<file path="src/rtl/des_decrypt_stream_pkg.sv">
// Shared types and constants for the DES stream engines.
// Latency: n/a (declarations only).
// Backpressure: n/a.
package des_stream_pkg;

    typedef enum logic [0:0] {
        ST_IDLE = 1'b0,
        ST_RUN  = 1'b1
    } state_t;

    localparam logic [3:0] DES_LAST_ROUND = 4'd15;

    typedef logic [63:0] des_block_t;

endpackage

</file>
<file path="src/rtl/des_decrypt_stream_if.sv">
// 64-bit valid/ready stream bundle shared by the ciphertext and plaintext sides.
// Latency: n/a (wiring only).
// Backpressure: a beat transfers on a cycle where tvalid and tready are both high.
interface des_decrypt_stream_if;
    import des_stream_pkg::*;

    des_block_t tdata;
    logic       tvalid;
    logic       tready;

    modport master (output tdata, output tvalid, input tready);
    modport slave  (input tdata, input tvalid, output tready);

endinterface

</file>
<file path="src/rtl/des_decrypt_stream_fifo.sv">
// Generic registered FIFO with valid/ready on both sides and an occupancy count.
// Latency: a push is visible at the head one cycle after the push edge.
// Backpressure: push_rdy drops when full; head holds while pop_vld && !pop_rdy.
module stream_fifo #(
    parameter int WIDTH = 64,
    parameter int DEPTH = 2
) (
    input  logic                     clk,
    input  logic                     rst,
    input  logic [WIDTH-1:0]         push_dat,
    input  logic                     push_vld,
    output logic                     push_rdy,
    output logic [WIDTH-1:0]         pop_dat,
    output logic                     pop_vld,
    input  logic                     pop_rdy,
    output logic [$clog2(DEPTH):0]   count
);
    // DEPTH is a power of two >= 2, so pointers wrap naturally at AW bits.
    localparam int AW = $clog2(DEPTH);
    localparam int CW = AW + 1;
    localparam logic [CW-1:0] FULL = CW'(DEPTH);

    logic [WIDTH-1:0] mem [DEPTH];
    logic [AW-1:0]    wr_ptr;
    logic [AW-1:0]    rd_ptr;
    logic             push;
    logic             pop;

    assign push_rdy = (count < FULL);
    assign pop_vld  = (count != '0);
    assign pop_dat  = mem[rd_ptr];
    assign push     = push_vld && push_rdy;
    assign pop      = pop_vld && pop_rdy;

    // Pointers and occupancy; a simultaneous push and pop leaves count unchanged.
    always_ff @(posedge clk) begin
        if (rst) begin
            wr_ptr <= '0;
            rd_ptr <= '0;
            count  <= '0;
        end else begin
            if (push) wr_ptr <= wr_ptr + AW'(1);
            if (pop)  rd_ptr <= rd_ptr + AW'(1);
            case ({push, pop})
                2'b10:   count <= count + CW'(1);
                2'b01:   count <= count - CW'(1);
                default: ;
            endcase
        end
    end

    // Storage is not reset; a flush only clears the pointers and count.
    always_ff @(posedge clk) begin
        if (push) mem[wr_ptr] <= push_dat;
    end

endmodule

</file>
<file path="src/rtl/des_decrypt_stream.sv">
// Sequences a round-iterative DES core in decrypt mode over a ciphertext stream.
// Latency: accept edge T, 16 round cycles, plaintext pushed at T+16; one block per 17 cycles max.
// Backpressure: input ready only in IDLE with a free output FIFO slot; output FIFO absorbs stalls.
module des_decrypt_stream
    import des_stream_pkg::*;
#(
    parameter int OUT_DEPTH = 2,
    parameter int CNT_W     = 16
) (
    input  logic                         clk,
    input  logic                         rst,
    input  logic [55:0]                  key56,
    des_decrypt_stream_if.slave          s_axis,
    des_decrypt_stream_if.master         m_axis,
    output logic [55:0]                  des_key,
    output logic                         des_decrypt,
    output logic [3:0]                   des_round_sel,
    output des_block_t                   des_in,
    input  des_block_t                   des_out,
    output logic                         busy,
    output logic [CNT_W-1:0]             blocks_done
);
    localparam int CW = $clog2(OUT_DEPTH) + 1;

    state_t        state;
    state_t        state_nxt;
    logic          s_rdy;
    logic          accept;
    logic          last_round;
    logic          fifo_in_rdy;
    logic          fifo_out_vld;
    des_block_t    fifo_out_dat;
    logic [CW-1:0] fifo_count;

    assign des_decrypt   = 1'b1;
    assign s_axis.tready = s_rdy;
    assign m_axis.tvalid = fifo_out_vld;
    assign m_axis.tdata  = fifo_out_dat;

    // State register.
    always_ff @(posedge clk) begin
        if (rst) state <= ST_IDLE;
        else     state <= state_nxt;
    end

    // Next state and handshake decode; ready never looks at tvalid.
    always_comb begin
        state_nxt  = state;
        s_rdy      = 1'b0;
        accept     = 1'b0;
        busy       = 1'b0;
        last_round = 1'b0;
        case (state)
            ST_IDLE: begin
                s_rdy  = !rst && fifo_in_rdy;
                accept = s_rdy && s_axis.tvalid;
                if (accept) state_nxt = ST_RUN;
            end
            ST_RUN: begin
                busy = 1'b1;
                if (des_round_sel == DES_LAST_ROUND) begin
                    last_round = 1'b1;
                    state_nxt  = ST_IDLE;
                end
            end
            default: state_nxt = ST_IDLE;
        endcase
    end

    // Block operands, round counter and completion counter.
    always_ff @(posedge clk) begin
        if (rst) begin
            des_in        <= '0;
            des_key       <= '0;
            des_round_sel <= '0;
            blocks_done   <= '0;
        end else if (accept) begin
            des_in        <= s_axis.tdata;
            des_key       <= key56;
            des_round_sel <= '0;
        end else if (last_round) begin
            des_round_sel <= '0;
            blocks_done   <= blocks_done + CNT_W'(1);
        end else if (busy) begin
            des_round_sel <= des_round_sel + 4'd1;
        end
    end

    // A free slot was required to enter RUN, so the final-round push always fits.
    stream_fifo #(
        .WIDTH (64),
        .DEPTH (OUT_DEPTH)
    ) u_fifo (
        .clk      (clk),
        .rst      (rst),
        .push_dat (des_out),
        .push_vld (last_round),
        .push_rdy (fifo_in_rdy),
        .pop_dat  (fifo_out_dat),
        .pop_vld  (fifo_out_vld),
        .pop_rdy  (m_axis.tready),
        .count    (fifo_count)
    );

endmodule

</file>
<file path="src/flat_wrapper.sv">
// flat-port wrapper written by rule: the top's interface ports become plain ports
module des_decrypt_stream_flat import des_stream_pkg::*;
#(
    parameter int OUT_DEPTH = 2,
    parameter int CNT_W     = 16
)
  (clk, rst, key56, des_key, des_decrypt, des_round_sel, des_in, des_out, busy, blocks_done, s_axis_tdata, s_axis_tvalid, s_axis_tready, m_axis_tdata, m_axis_tvalid, m_axis_tready);
  des_decrypt_stream_if s_axis_i ();
  des_decrypt_stream_if m_axis_i ();
  input  logic clk;
  input  logic rst;
  input  logic [55:0] key56;
  output logic [55:0] des_key;
  output logic des_decrypt;
  output logic [3:0] des_round_sel;
  output des_block_t des_in;
  input  des_block_t des_out;
  output logic busy;
  output logic [CNT_W-1:0] blocks_done;
  input wire logic [$bits(s_axis_i.tdata)-1:0] s_axis_tdata;
  input wire logic [$bits(s_axis_i.tvalid)-1:0] s_axis_tvalid;
  output wire logic [$bits(s_axis_i.tready)-1:0] s_axis_tready;
  output wire logic [$bits(m_axis_i.tdata)-1:0] m_axis_tdata;
  output wire logic [$bits(m_axis_i.tvalid)-1:0] m_axis_tvalid;
  input wire logic [$bits(m_axis_i.tready)-1:0] m_axis_tready;
  assign s_axis_i.tdata = s_axis_tdata;
  assign s_axis_i.tvalid = s_axis_tvalid;
  assign s_axis_tready = s_axis_i.tready;
  assign m_axis_tdata = m_axis_i.tdata;
  assign m_axis_tvalid = m_axis_i.tvalid;
  assign m_axis_i.tready = m_axis_tready;
  des_decrypt_stream #(.OUT_DEPTH(OUT_DEPTH), .CNT_W(CNT_W)) u_core (.clk(clk), .rst(rst), .key56(key56), .s_axis(s_axis_i), .m_axis(m_axis_i), .des_key(des_key), .des_decrypt(des_decrypt), .des_round_sel(des_round_sel), .des_in(des_in), .des_out(des_out), .busy(busy), .blocks_done(blocks_done));
endmodule
</file>
<file path="config.mk">
export PLATFORM = sky130hd
export DESIGN_NAME = des_decrypt_stream_flat
export DESIGN_NICKNAME = d
export VERILOG_FILES = /design/src/rtl/des_decrypt_stream_pkg.sv /design/src/rtl/des_decrypt_stream_if.sv /design/src/rtl/des_decrypt_stream_fifo.sv /design/src/rtl/des_decrypt_stream.sv /design/src/flat_wrapper.sv
export SDC_FILE = /design/constraint.sdc
export NUM_CORES = 1
export LEC_CHECK = 0
export ABC_AREA = 0
export BUFFER_PORTS_ARGS = -buffer_cell sky130_fd_sc_hd__clkbuf_2
export CAP_MARGIN = 0
export CORE_AREA = 2 2 156 158
export DETAILED_ROUTE_END_ITERATION = 10
export DIE_AREA = 0 0 158 160
export PLACE_DENSITY = 0.78
export RECOVER_POWER = 100
export SYNTH_ARGS = -nofsm -noshare
export SYNTH_HDL_FRONTEND = slang
export SYNTH_HIERARCHICAL = 1
export SYNTH_SLANG_ARGS = --single-unit
</file>
<file path="constraint.sdc">
create_clock -name clk -period 5.4 [get_ports clk]
set_input_delay 1.08 -clock clk [delete_from_list [all_inputs] [get_ports clk]]
set_output_delay 1.08 -clock clk [all_outputs]
set_load 0.05 [all_outputs]
</file>
## After elaboration in Yosys (flattened, before gate mapping)

Memory sizes are Yosys's and may differ from the RTL's. A register that Yosys moved wholly into a read port is not among the register bits.
Cells that the tools add are included.

| cells by class | value |
|---|---|
| add/sub/neg operators | 6 |
| order comparisons | 1 |
| equality and inequality tests | 3 |
| multiplexer cells | 13 |
| bitwise operators | 2 |
| reductions and logical operators | 9 |

Operator list:

| operator | number |
|---|---|
| $add 16x1->16 const B | 1 |
| $mux 1 | 11 |
| $add 4x1->4 const B | 1 |
| $eq 4x4->1 const B | 1 |
| $logic_and 1x1->1 | 4 |
| $pmux 2 s2 | 1 |
| $reduce_bool 2->1 | 2 |
| $reduce_or 3->1 | 1 |
| $add 1x1->1 const B | 2 |
| $add 2x1->2 const B | 1 |
| $eq 2x1->1 const B | 1 |
| $eq 2x2->1 const B | 1 |
| $lt 2x2->1 const B | 1 |
| $not 1->1 | 2 |
| $pmux 1 s2 | 1 |
| $reduce_and 2->1 | 1 |
| $sub 2x1->2 const B | 1 |
| $logic_not 1->1 | 1 |

| storage, ports and cells | value |
|---|---|
| register bits after elaboration | 145 |
| memory bits (writable) | 128 |
| input bits | 188 |
| output and inout port bits | 208 |
| word-level logic and storage cells | 43 |
| memories | 1 |

Memory list:

| name | depth | width | read ports | clocked after Yosys merged registers in | write ports | RTL line | source |
|---|---|---|---|---|---|---|---|
| u_core.u_fifo.mem | 2 | 64 | 1 | 1 | 1 | des_decrypt_stream_fifo.sv:23 | `logic [WIDTH-1:0] mem [DEPTH];` |

## Logic depth before layout (Yosys ltp)

Gate-level depths: netlist (run 1).

| depth | value |
|---|---|
| depth after elaboration | 6 |
| depth in mapped cells | 8 |
| depth with buffers taken out | 7 |

## Cells and area by module

Netlist (run 1), hierarchy kept.

By module, submodules not included:

| module | instances | cells an instance | area an instance (sq um) | sequential area each (sq um) |
|---|---|---|---|---|
| des_decrypt_stream | 1 | 627 | 5086.1 | 2822.7 |
| stream_fifo | 1 | 222 | 4827.1 | 3943.8 |

## Least setup slack after synthesis (run 1)

Ideal clock, no wire load.

| path | value |
|---|---|
| kind | reg-to-reg |
| from | reg u_core.des_round_sel[0] |
| to | mem u_core.u_fifo.mem[0][0], enable pin |
| library setup time | 0.486 ns |
| arrival time | 4.135 ns |
| required time | 4.914 ns |
| setup slack | 0.779 ns |
| cell stages (with the launch flop) | 6 |
| path buffers | 1 |
| clock period less this slack | 4.621 ns |
| cell sequence | dfxtp_1 > ha_1 > and4_4 > buf_6 > nand2b_1 > nor2_1 |

| on the way | value |
|---|---|
| word-level cells in the longest chain between the ends | 6 |

RTL lines:

| item | RTL line | source |
|---|---|---|
| start: declaration | des_decrypt_stream.sv:17 | `output logic [3:0] des_round_sel,` |
| start signal: assignment | des_decrypt_stream.sv:85 | `des_round_sel <= des_round_sel + 4'd1;` |
| $eq 4x4->1 | des_decrypt_stream.sv:61 | `if (des_round_sel == DES_LAST_ROUND) begin` |
| $mux 1 | des_decrypt_stream.sv:61 |  |
| $mux 1 | des_decrypt_stream.sv:53 | `case (state)` |
| named net u_core.last_round | des_decrypt_stream.sv:29 | `logic last_round;` |
| $logic_and 1x1->1 | des_decrypt_stream_fifo.sv:32 | `assign push = push_vld && push_rdy;` |
| $mux 1 | des_decrypt_stream_fifo.sv:54 | `if (push) mem[wr_ptr] <= push_dat;` |
| $mux 1 (not written as such) | des_decrypt_stream_fifo.sv:54 |  |
| end: declaration | des_decrypt_stream_fifo.sv:23 |  |

The timed path passes the listed nets, and every way through them passes these cells.

## Final worst setup path (run 1)

| path | value |
|---|---|
| from | in rst |
| to | out s_axis_tready |

| on the way | value |
|---|---|
| word-level cells in the longest chain between the ends | 3 |

RTL lines:

| item | RTL line | source |
|---|---|---|
| start: declaration | flat_wrapper.sv:11 | `input logic rst;` |
| $logic_not 1->1 | des_decrypt_stream.sv:55 | `s_rdy = !rst && fifo_in_rdy;` |
| $logic_and 1x1->1 | des_decrypt_stream.sv:55 |  |
| $mux 1 | des_decrypt_stream.sv:53 |  |
| end: declaration | flat_wrapper.sv:22 | `output wire logic [$bits(s_axis_i.tready)-1:0] s_axis_tready;` |

Every way passes these cells.

==> reports/qor.csv, run 1 <==
metric,value,unit
sequential area share after synthesis,0.6826,
Root Buffer,clkbuf_16,
flop-to-flop setup slack,1.68,ns
most frequent cells in the layout,"clkbuf_1 (257), nand2_1 (247), dfxtp_1 (146)",
Routed Antenna Nets,0,
syn avg cell area,11.68,µm²
CP Capture Type,primary output,
min Tclk post-route,4.311,ns
Max VDD drop,0.2582,mV
Relative slew margins,-0.5295,
placed cell areas,12100,µm²
delay of the slowest critical-path stage,1.59,ns
Skew-Pair Late Insertion Delay,0.52,ns
DR vias,7654,
worst-case clock buffer depth,3,
outcome,finished with violations,
Synth Warn #,6,
DR iter-0 viols,509,
H-tree level count,1,
die height,160,µm
clock sinks,274,
Synth Area in Compound Gates,0.07093,
r2r endpoint,u_core/u_fifo/mem[1][50],
WHS Endpoint,u_core/des_key[29],
beginning of the critical path,rst,
initial antenna violation count,3,
post-synthesis adder-cell area fraction,0.003786,
Resized Gates After CTS,0,
Least-Margin Pin Slew,2.294,ns
xor/xnor share of the synthesized area,0.01325,
Worst Path Required,4.32,ns
hold_ws,0.4523,ns
largest net degree at the start of global routing,94,
Syn Std Cell Area,9913,µm²
Post-DP HPWL,17.88,mm
max-cap viol count,3,
Total Routing Usage GR,0.1895,
crit path max-delay cell type,clkbuf_1,
Leak,4.535,nW
DIE WIDTH,158,µm
"Net Count, Synth",1040,
Post-layout nets,1419,
Core Rows,57,
"Slew Viols, Final",160,
CTS tree,yes,
mux contribution to synthesized area,0.07472,
R2R cell count,4,
Worst Setup Start Kind,input port,
cts hold-fix bufs,0,
Syn Inst Count,849,
dpl cells,1523,
GPL Wtd Cong,0.7827,
final WL,25.54,mm
TritonRoute pass-1 iters,4,
I/O pin count,396,
Inserted Clock Buffers,27,
Sum Neg Setup Slack,0,ns
number of global-route vias before repair,7528,
initial core utilization,0.4162,
first-pass GRT wire length,38.11,mm
Tot Pwr,4.559,mW
share of layout cells above drive strength 1,0.2091,
drc violations,0,
CP max FO,53,
Critical R2R Launch,u_core/des_round_sel[0],
WP data arrival,3.23,ns
violated checks,"capacitance limit, slew limit",
Syn-to-layout area delta,28.04,%
Max Clock Skew,0.01361,ns
crit path cell chain,clkbuf_1 > nor3b_2 > clkbuf_2,
Pwr Density,359.2,nW/µm²
core area,23820,µm²
Fmax achieved,0.2320,GHz
fin util,0.5329,
Final Instance Area,12690,µm²
Worst Min Path Start,u_core/des_key[29],
buffers added on ports,394,
RSZ-0062 raised after global routing,false,
CTS clock-pin slew for the worst setup and hold paths,0.06,ns
#FFs+latches synth,274,
fin crit share,0.7983,
simple logic cell fraction of the synthesized area,0.1257,
Die ar.,25280,µm²
Setup WS pre-CTS,2.166,ns
total gr overflow,0,
"commonest non-fill, non-tap cell in the layout",clkbuf_1,
final setup violation count,0,
Synth cell types,36,
post-CTS setup repair buffer count,0,
Vias/cell,4.863,
setup ws final,1.089,ns
Layout Cells excl Fill,1574,
DR WL/cell,16.23,µm
Setup Crit Path Kind,input port to primary output,
largest family of logic cells by synthesized area,simple AND/OR/NAND/NOR gates,
hold depth,2,
Final Hold Vio Count,0,
Hold Crit Class,flop to flop,
[critical path, delay by kind of cell]
kind | cells | cell delay, ns
AND/OR/NAND/NOR | 1 | 0.21
buffers and inverters | 2 | 1.94
[registers in the layout, summed over array words and instances, names as in the netlist, named ones only]
register              cells
u_core/u_fifo/mem       128
u_core/des_in            64
u_core/des_key           56
u_core/blocks_done       16
u_core/des_round_sel      4
u_core/u_fifo/count       2
u_core/state              1
u_core/u_fifo/rd_ptr      1
u_core/u_fifo/wr_ptr      1
[area by class of cell]
cell class | instances | area (µm²)
Antenna cell | 2 | 5.005
Clock buffer | 34 | 711.9
Clock inverter | 15 | 205.2
Fill cell | 2204 | 11130
Inverter | 2 | 7.507
Multi-Input combinational cell | 521 | 2878
Sequential cell | 274 | 6766
Tap cell | 324 | 405.4
Timing Repair Buffer | 402 | 1714
[worst max-delay path by stage]
stage	endpoint	slack [ns]
floorplan	u_core/u_fifo/mem[0][0]	0.78
global placement	u_core/des_in[36]	2.24
detailed placement	u_core/des_in[53]	2.17
CTS	m_axis_tdata[57]	1.74
global route	s_axis_tready	0.85
finish	s_axis_tready	1.09
[logic make-up after synthesis]
family	count (synthesis)
AND/OR/NAND/NOR	298
adder cells (fa/ha/maj)	3
XOR/XNOR	15
flip-flops	274
other	1
buffers and inverters	54
multiplexers	66
AO/OA/AOI/OAI	138
[cell usage after synthesis]
| master | number | area share |
|---|---|---|
| edfxtp_1 | 128 | 0.39 |
| nand2b_1 | 1 | 0.00063 |
| and4_1 | 2 | 0.0018 |
| a21oi_1 | 129 | 0.065 |
| or4b_1 | 1 | 0.0010 |
| nand3_1 | 4 | 0.0020 |
| conb_1 | 1 | 0.00038 |
| and2_1 | 3 | 0.0019 |
| mux2_2 | 64 | 0.073 |
| and3_1 | 2 | 0.0013 |
| inv_1 | 2 | 0.00076 |
| or4_1 | 4 | 0.0030 |
| buf_4 | 18 | 0.014 |
| o21a_1 | 1 | 0.00076 |
| o31ai_1 | 4 | 0.0030 |
| buf_2 | 5 | 0.0025 |
| and4_4 | 1 | 0.0011 |
| and2_2 | 1 | 0.00076 |
| or2_2 | 1 | 0.00063 |
| nor3b_2 | 1 | 0.0013 |
| nand4_2 | 1 | 0.0013 |
| nor3_1 | 1 | 0.00050 |
| mux2i_1 | 2 | 0.0020 |
| nand4_1 | 4 | 0.0025 |
| xor2_1 | 9 | 0.0080 |
| o21ai_0 | 4 | 0.0020 |
| nor2_1 | 17 | 0.0064 |
| or3_1 | 4 | 0.0025 |
| nand2_1 | 248 | 0.094 |
| clkbuf_1 | 28 | 0.011 |
| xnor2_1 | 6 | 0.0053 |
| nand3_2 | 1 | 0.0010 |
| buf_6 | 1 | 0.0011 |
| ha_1 | 3 | 0.0038 |
| dfxtp_1 | 146 | 0.29 |
| nand4_4 | 1 | 0.0021 |
[routing by layer]
metal	wire, µm	GRT usage
met5	10	0
met4	669	0.06388
met3	2882	0.07056
met2	12200	0.3223
met1	9787	0.2195
[power by group]
| part | internal (mW) | switching, mW |
|---|---|---|
| clock | 1.17 | 0.760 |
| combinational | 0.0944 | 0.293 |
| sequential | 2.22 | 0.0254 |
| total | 3.48 | 1.08 |
Note: power is estimated with default switching activity, not from simulation.
==> run 2, diff against run 1 <==
Settings changed: CORE_AREA 2 2 156 158 to 2 2 154 156, DIE_AREA 0 0 158 160 to 0 0 156 158, PLACE_DENSITY 0.78 to 0.82.
Clock period 5.4 ns to 3.55 ns, I/O delays scaled along.
==> run 2 against run 1 <==
Net effect: the run still ends with capacitance limit, slew limit left; power up 47%; clock power rose by 41%; final area is 0.62% lower; setup slack worse by 0.75 ns; sequential cell count stayed put; sequential power grew 52%; clock skew is 0.0043 ns lower; critical path depth did not move; hold slack worse by 0.079 ns; core utilization rose by 1.4 points; count of clock-buffer cells in the layout fell by 2; register-to-register slack worse by 1.2 ns; largest cell class unchanged; largest power group unchanged.
==> reports/qor.csv, run 2 (synthesis gave the netlist of run 1 again) <==
metric,value,unit,change
biggest regs,"u_core/u_fifo/mem: 128 flops, u_core/des_in: 64 flops, u_core/des_key: 56 flops",,unchanged
WHS Endpoint,u_core/u_fifo/mem[1][4],,was u_core/des_key[29]
Post-DP HPWL,18.34,mm,was 17.88 mm
total gr overflow,0,,unchanged
Core Rows,56,,was 57
GPL Wtd Cong,0.8134,,was 0.7827
flop-to-flop setup slack,0.50,ns,was 1.68 ns
DR vias,7664,,was 7654
buffers added on ports,394,,unchanged
CP max FO,24,,was 53
Inserted Clock Buffers,29,,was 27
share of layout cells above drive strength 1,0.2227,,was 0.2091
max-cap viol count,4,,was 3
crit path cell chain,clkbuf_2 > mux2_2 > clkbuf_1,,was clkbuf_1 > nor3b_2 > clkbuf_2
Final Instance Area,12610,µm²,was 12690 µm²
Worst Min Path Start,des_out[4],,was u_core/des_key[29]
post-CTS setup repair buffer count,0,,unchanged
core area,23050,µm²,was 23820 µm²
r2r endpoint,u_core/u_fifo/mem[0][19],,was u_core/u_fifo/mem[1][50]
H-tree level count,1,,unchanged
clock sinks,274,,unchanged
first-pass GRT wire length,38.08,mm,was 38.11 mm
Sum Neg Setup Slack,0,ns,unchanged
crit path max-delay cell type,dfxtp_2,,was clkbuf_1
Max Clock Skew,0.009291,ns,was 0.01361 ns
hold depth,1,,was 2
CP Capture Type,primary output,,unchanged
DIE WIDTH,156,µm,was 158 µm
Final Hold Vio Count,0,,unchanged
Relative slew margins,-0.2391,,was -0.5295
placed cell areas,12100,µm²,about the same
Routed Antenna Nets,0,,unchanged
Biggest register,u_core/u_fifo/mem,,unchanged
worst-case clock buffer depth,3,,unchanged
Critical R2R Launch,u_core/des_round_sel[0],,unchanged
Hold Crit Class,input port to flop,,was flop to flop
fin crit share,0.9030,,
RSZ-0062 raised after global routing,false,,unchanged
"commonest non-fill, non-tap cell in the layout",nand2_1,,was clkbuf_1
Setup Crit Path Kind,flop to primary output,,was input port to primary output
cts hold-fix bufs,0,,unchanged
Pwr Density,532.7,nW/µm²,was 359.2 nW/µm²
DR WL/cell,16.92,µm,was 16.23 µm
Buf/Inv on CP,2,,unchanged
TritonRoute pass-1 iters,5,,was 4
largest net degree at the start of global routing,97,,was 94
fin util,0.5472,,was 0.5329
die height,158,µm,was 160 µm
final setup violation count,0,,unchanged
Syn-to-layout area delta,27.25,%,was 28.04%
min Tclk post-route,3.206,ns,
Vias/cell,4.964,,was 4.863
initial core utilization,0.4300,,was 0.4162
R2R cell count,5,,was 4
outcome,finished with violations,,unchanged
WP data arrival,2.50,ns,was 3.23 ns
initial antenna violation count,3,,unchanged
"delay-heaviest family, CP",buffers and inverters,,unchanged
Total Routing Usage GR,0.1948,,was 0.1895
Max VDD drop,0.3938,mV,was 0.2582 mV
final WL,26.13,mm,was 25.54 mm
I/O pin count,396,,unchanged
Crit path depth,3,,unchanged
delay of the slowest critical-path stage,0.73,ns,was 1.59 ns
most frequent cells in the layout,"nand2_1 (247), clkbuf_1 (240), clkbuf_2 (160)",,"was clkbuf_1 (257), nand2_1 (247), dfxtp_1 (146)"
number of global-route vias before repair,7433,,was 7528
max FFs per register,128,,unchanged
Fill cells,2048,,was 2204
Worst Path Required,2.84,ns,was 4.32 ns
Die ar.,24650,µm²,was 25280 µm²
register area,6768,µm²,was 6766 µm²
Post-layout nets,1424,,was 1419
"Slew Viols, Final",307,,was 160
CTS tree,yes,,unchanged
Least-Margin Pin Slew,1.859,ns,was 2.294 ns
Root Buffer,clkbuf_16,,unchanged
Leak,4.537,nW,was 4.535 nW
DR iter-0 viols,402,,was 509
Resized Gates After CTS,0,,unchanged
Skew-Pair Late Insertion Delay,0.52,ns,about the same
drc violations,0,,unchanged
Fmax achieved,0.3119,GHz,
violated checks,"capacitance limit, slew limit",,unchanged
Worst Setup Start Kind,flop,,was input port
CTS clock-pin slew for the worst setup and hold paths,0.06,ns,about the same
multi-input logic area,2841,µm²,was 2878 µm²
-- run 2: changes by cell type in the layout (fill, tap and decap cells not counted), sizes merged --
| cell | previous run | this run |
|---|---|---|
| bufinv | 5 | 1 |
| clkbuf | 428 | 429 |
| clkinv | 8 | 12 |
| clkinvlp | 2 | 5 |
| diode | 2 | 1 |
| inv | 2 | 3 |
-- run 2: how the worst max path moves through the flow --
stage                                 start                       to  slack [ns]
floorplan           u_core/des_round_sel[0]  u_core/u_fifo/mem[1][0]        0.21
global placement                        rst        u_core/des_in[31]        1.06
detailed placement                      rst        u_core/des_in[32]        1.02
CTS                                    flop         m_axis_tdata[18]        0.54
global route                           flop         m_axis_tdata[14]        0.23
finish                                 flop         m_axis_tdata[14]        0.34
-- run 2: stage by stage --
step,setup slack (ns),total power [mW],cells,hold slack (ns)
2_1_floorplan,0.2096,3.873,849,0.4809
3_3_place_gp,1.062,4.082,1492,0.4410
3_5_place_dp,1.021,4.096,1492,0.4454
4_1_cts,0.5430,6.820,1543,0.3479
5_1_grt,0.2321,6.973,1544,0.3459
6_report,0.3443,6.719,1544,0.3734
-- run 2: power breakdown --
group          total (mW)  internal [mW]  switching [mW]
Combinational       0.594          0.146           0.448
Sequential           3.41           3.37          0.0387
Clock                2.72           1.56            1.16
Total                6.72           5.07            1.65
-- run 2: layer usage --
| layer | global-route usage | up-vias | wire length [µm] |
|---|---|---|---|
| met2 | 0.3361 | 366 | 12560 |
| met4 | 0.07995 | 4 | 906 |
| met1 | 0.2143 | 3555 | 9780 |
| met3 | 0.07884 | 59 | 2851 |
| li1 | - | 3680 | - |
| met5 | 0 | - | 30 |
-- run 2: worst register-to-register path: stages (launching register included) --
cell and delay (ns):
dfxtp_1 0.40, ha_1 0.21, and4_1 0.52, nand2b_1 0.24, nor2_4 0.11, buf_2 1.12
-- run 2: final cells by class --
class                      count  share of cell area
timing repair buffer         405              0.1405
inverter                       2           0.0005951
tap                          290             0.02876
multi-input combinational    521              0.2253
clock inverter                19            0.009720
antenna                        1           0.0001984
clock buffer                  32             0.05842
sequential                   274              0.5365
==> run 3, diff against run 2 <==
Settings changed: ABC_AREA 0 to 1, CORE_AREA 2 2 154 156 to 2 2 157 159, DIE_AREA 0 0 156 158 to 0 0 159 161.
==> run 3 against run 2 <==
Net effect: the flow now finishes without violations; non-clock buffer count down 4; via count up 5.4%; clock power up 4%; global-route usage up 0.84 points; combinational power down 3.4%; core utilization down 0.12 points; final area up 3.7%; hold slack worse by 0.0047 ns; largest power group unchanged.
==> reports/qor.csv, run 3 <==
metric,value,unit,change
largest net degree at the start of global routing,120,,was 97
post-CTS setup repair buffer count,0,,unchanged
CTS clock-pin slew for the worst setup and hold paths,0.06,ns,about the same
Routed Antenna Nets,0,,unchanged
core area,23960,µm²,was 23050 µm²
Synth top area share,0.3705,,was 0.3877
TritonRoute pass-1 iters,6,,was 5
Relative slew margins,0.2603,,was -0.2391
first-pass GRT wire length,41.64,mm,was 38.08 mm
die height,161,µm,was 158 µm
biggest regs,"u_core/u_fifo/mem: 128 flops, u_core/des_in: 64 flops, u_core/des_key: 56 flops",,unchanged
Setup Crit Path Kind,flop to primary output,,unchanged
DR WL met2,13.63,mm,was 12.56 mm
sw frac,0.2386,,was 0.2450
Fill cells,2183,,was 2048
Inserted Clock Buffers,28,,was 29
WL met1,10.05,mm,was 9.780 mm
cts hold-fix bufs,0,,unchanged
I/O pin count,396,,unchanged
Syn Std Cell Area,10370,µm²,was 9913 µm²
initial antenna violation count,6,,was 3
Total Routing Usage GR,0.2032,,was 0.1948
max FFs per register,128,,unchanged
Cell Int Power,5.187,mW,was 5.073 mW
Yosys top cell by area,edfxtp_1,,unchanged
Skew-Pair Late Insertion Delay,0.53,ns,was 0.52 ns
Synth Warn #,6,,unchanged
total gr overflow,0,,unchanged
"Net Count, Synth",1118,,was 1040
Pwr Density,520.7,nW/µm²,was 532.7 nW/µm²
Biggest register,u_core/u_fifo/mem,,unchanged
Leak,4.855,nW,was 4.537 nW
Tot Pwr,6.813,mW,was 6.719 mW
DR WL met3,2.599,mm,was 2.851 mm
outcome,"finished, final reports clean",,was finished with violations
share of layout cells above drive strength 1,0.1926,,was 0.2227
DR vias,8076,,was 7664
RSZ-0062 raised after global routing,false,,unchanged
clock share of power,0.416,,was 0.404
Core Rows,57,,was 56
"commonest non-fill, non-tap cell in the layout",nand2_1,,unchanged
Least-Margin Pin Slew,1.105,ns,was 1.859 ns
sequential area share after synthesis,0.6522,,was 0.6826
CTS tree,yes,,unchanged
most frequent cells in the layout,"nand2_1 (285), clkbuf_1 (260), dfxtp_1 (145)",,"was nand2_1 (247), clkbuf_1 (240), clkbuf_2 (160)"
fin crit share,0.8443,,was 0.9030
Root Buffer,clkbuf_16,,unchanged
Syn-to-layout area delta,26.11,%,was 27.25%
most common cell in the netlist,nand2_1,,unchanged
drc violations,0,,unchanged
"Async S/R FF share, synth",0,,unchanged
#FFs+latches synth,274,,unchanged
GPL Wtd Cong,0.8724,,was 0.8134
CP max FO,45,,was 24
clock sinks,274,,unchanged
H-tree level count,1,,unchanged
Sum Neg Setup Slack,0,ns,unchanged
min Tclk post-route,2.997,ns,was 3.206 ns
Max VDD drop,0.3776,mV,was 0.3938 mV
Gate power share,0.084,,was 0.088
Final Hold Vio Count,0,,unchanged
buffers added on ports,394,,unchanged
top_reg_cell synth,dfxtp_1,,unchanged
top sig layer,met4,,was met5
Hold Crit Class,input port to flop,,unchanged
Worst Setup Start Kind,flop,,unchanged
"Slew Viols, Final",0,,was 307
Resized Gates After CTS,0,,unchanged
final setup violation count,0,,unchanged
Post-layout nets,1498,,was 1424
Synth cell types,26,,was 36
Worst Path Required,2.84,ns,about the same
DIE WIDTH,159,µm,was 156 µm
Fmax achieved,0.3336,GHz,was 0.3119 GHz
DR WL/cell,16.47,µm,was 16.92 µm
Vias/cell,4.862,,was 4.964
sequential power share,0.500,,was 0.508
"EDFF count, synth",128,,unchanged
synth cell count leaders,"nand2_1 (285), dfxtp_1 (146), a21oi_1 (130), edfxtp_1 (128), mux2_4 (60)",,"was nand2_1 (248), dfxtp_1 (146), a21oi_1 (129), edfxtp_1 (128), mux2_2 (64)"
Syn Inst Count,927,,was 849
Die ar.,25600,µm²,was 24650 µm²
switching pwr,1.626,mW,was 1.646 mW
WP data arrival,2.29,ns,was 2.50 ns
syn avg cell area,11.19,µm²,was 11.68 µm²
number of global-route vias before repair,7991,,was 7433
final WL,27.35,mm,was 26.13 mm
DR iter-0 viols,622,,was 402
Max Clock Skew,0.01478,ns,was 0.009291 ns
initial core utilization,0.4330,,was 0.4300
Post-DP HPWL,19.45,mm,was 18.34 mm
ranking of synthesized cells by area,"edfxtp_1 (37%), dfxtp_1 (28%), nand2_1 (10%)",,"was edfxtp_1 (39%), dfxtp_1 (29%), nand2_1 (9.4%)"
worst-case clock buffer depth,3,,unchanged
max-cap viol count,0,,was 4
CP Capture Type,primary output,,unchanged
run 3: cell types whose count changed in the layout (fill, tap and decap cells not counted), sizes merged, moves of 6 or more:
cell | previous run | this run
inv | 3 | 35
nand3 | 5 | 11
nor2 | 17 | 45
nand2 | 248 | 285
xor2 | 9 | 2
o21ai | 4 | 10
diode | 1 | 8
run 3: path summary, 6_finish.rpt:
kind / from / to / slack, ns / cells past startpoint
worst max-delay path: flop / m_axis_tdata[53] / 0.55 / 3
worst min-delay path: des_out[55] / u_core/u_fifo/mem[1][55] / 0.37 / 1
worst max register to register: u_core/des_round_sel[1] / u_core/u_fifo/mem[1][55] / 0.69 / 6
worst min register to register: u_core/des_key[21] / u_core/des_key[21] / 0.46 / 2
run 3: per-stage QoR:
stage	std cells	worst slack [ns]	instance area (µm²)	hold WS, ns	util
3_5_place_dp	1601	0.8918	12520	0.4542	0.5223
2_1_floorplan	927	-0.03385	10380	0.4648	-
4_1_cts	1653	0.6184	13410	0.3367	0.5598
5_1_grt	1658	0.2989	13080	0.3378	0.5457
6_report	1661	0.5526	13080	0.3687	0.5460
3_3_place_gp	1601	0.9626	12520	0.4511	0.5223
run 3: logic make-up after synthesis:
group                    after synthesis  share of synthesized area
buffers and inverters                 87                    0.04776
flip-flops                           274                     0.6522
AO/OA/AOI/OAI                        141                    0.06826
multiplexers                          64                    0.09117
AND/OR/NAND/NOR                      354                     0.1341
adder cells (fa/ha/maj)                3                   0.003618
XOR/XNOR                               3                   0.002533
other                                  1                  0.0003614
run 3: metal layers:
metal / vias up / GRT usage
li1: 3879 / -
met3: 61 / 0.06805
met4: 0 / 0.09174
met2: 377 / 0.3579
met5: - / 0
met1: 3759 / 0.2236
run 3: critical path, stage by stage (launching register included):
cell      delay (ns)
dfxtp_4         0.60
buf_12          0.36
mux2_4          0.22
clkbuf_1        0.51
run 3: area by class of cell:
type                       count  area, µm²  share of cell area
sequential                   274       6770              0.5175
antenna                        8      20.02            0.001530
tap                          324      405.4             0.03098
clock buffer                  39      783.3             0.05986
inverter                      36      136.4             0.01042
multi-input combinational    566       3098              0.2368
timing repair buffer         401       1757              0.1343
clock inverter                13      113.9            0.008702
run 3: power by group through the flow:
stage | clock network, mW | logic, mW | registers (mW)
3_5_place_dp | 0 | 0.601 | 3.47
3_3_place_gp | 0 | 0.589 | 3.47
2_1_floorplan | 0 | 0.161 | 3.70
6_report | 2.83 | 0.574 | 3.40
5_1_grt | 3.04 | 0.615 | 3.41
4_1_cts | 2.92 | 0.603 | 3.40
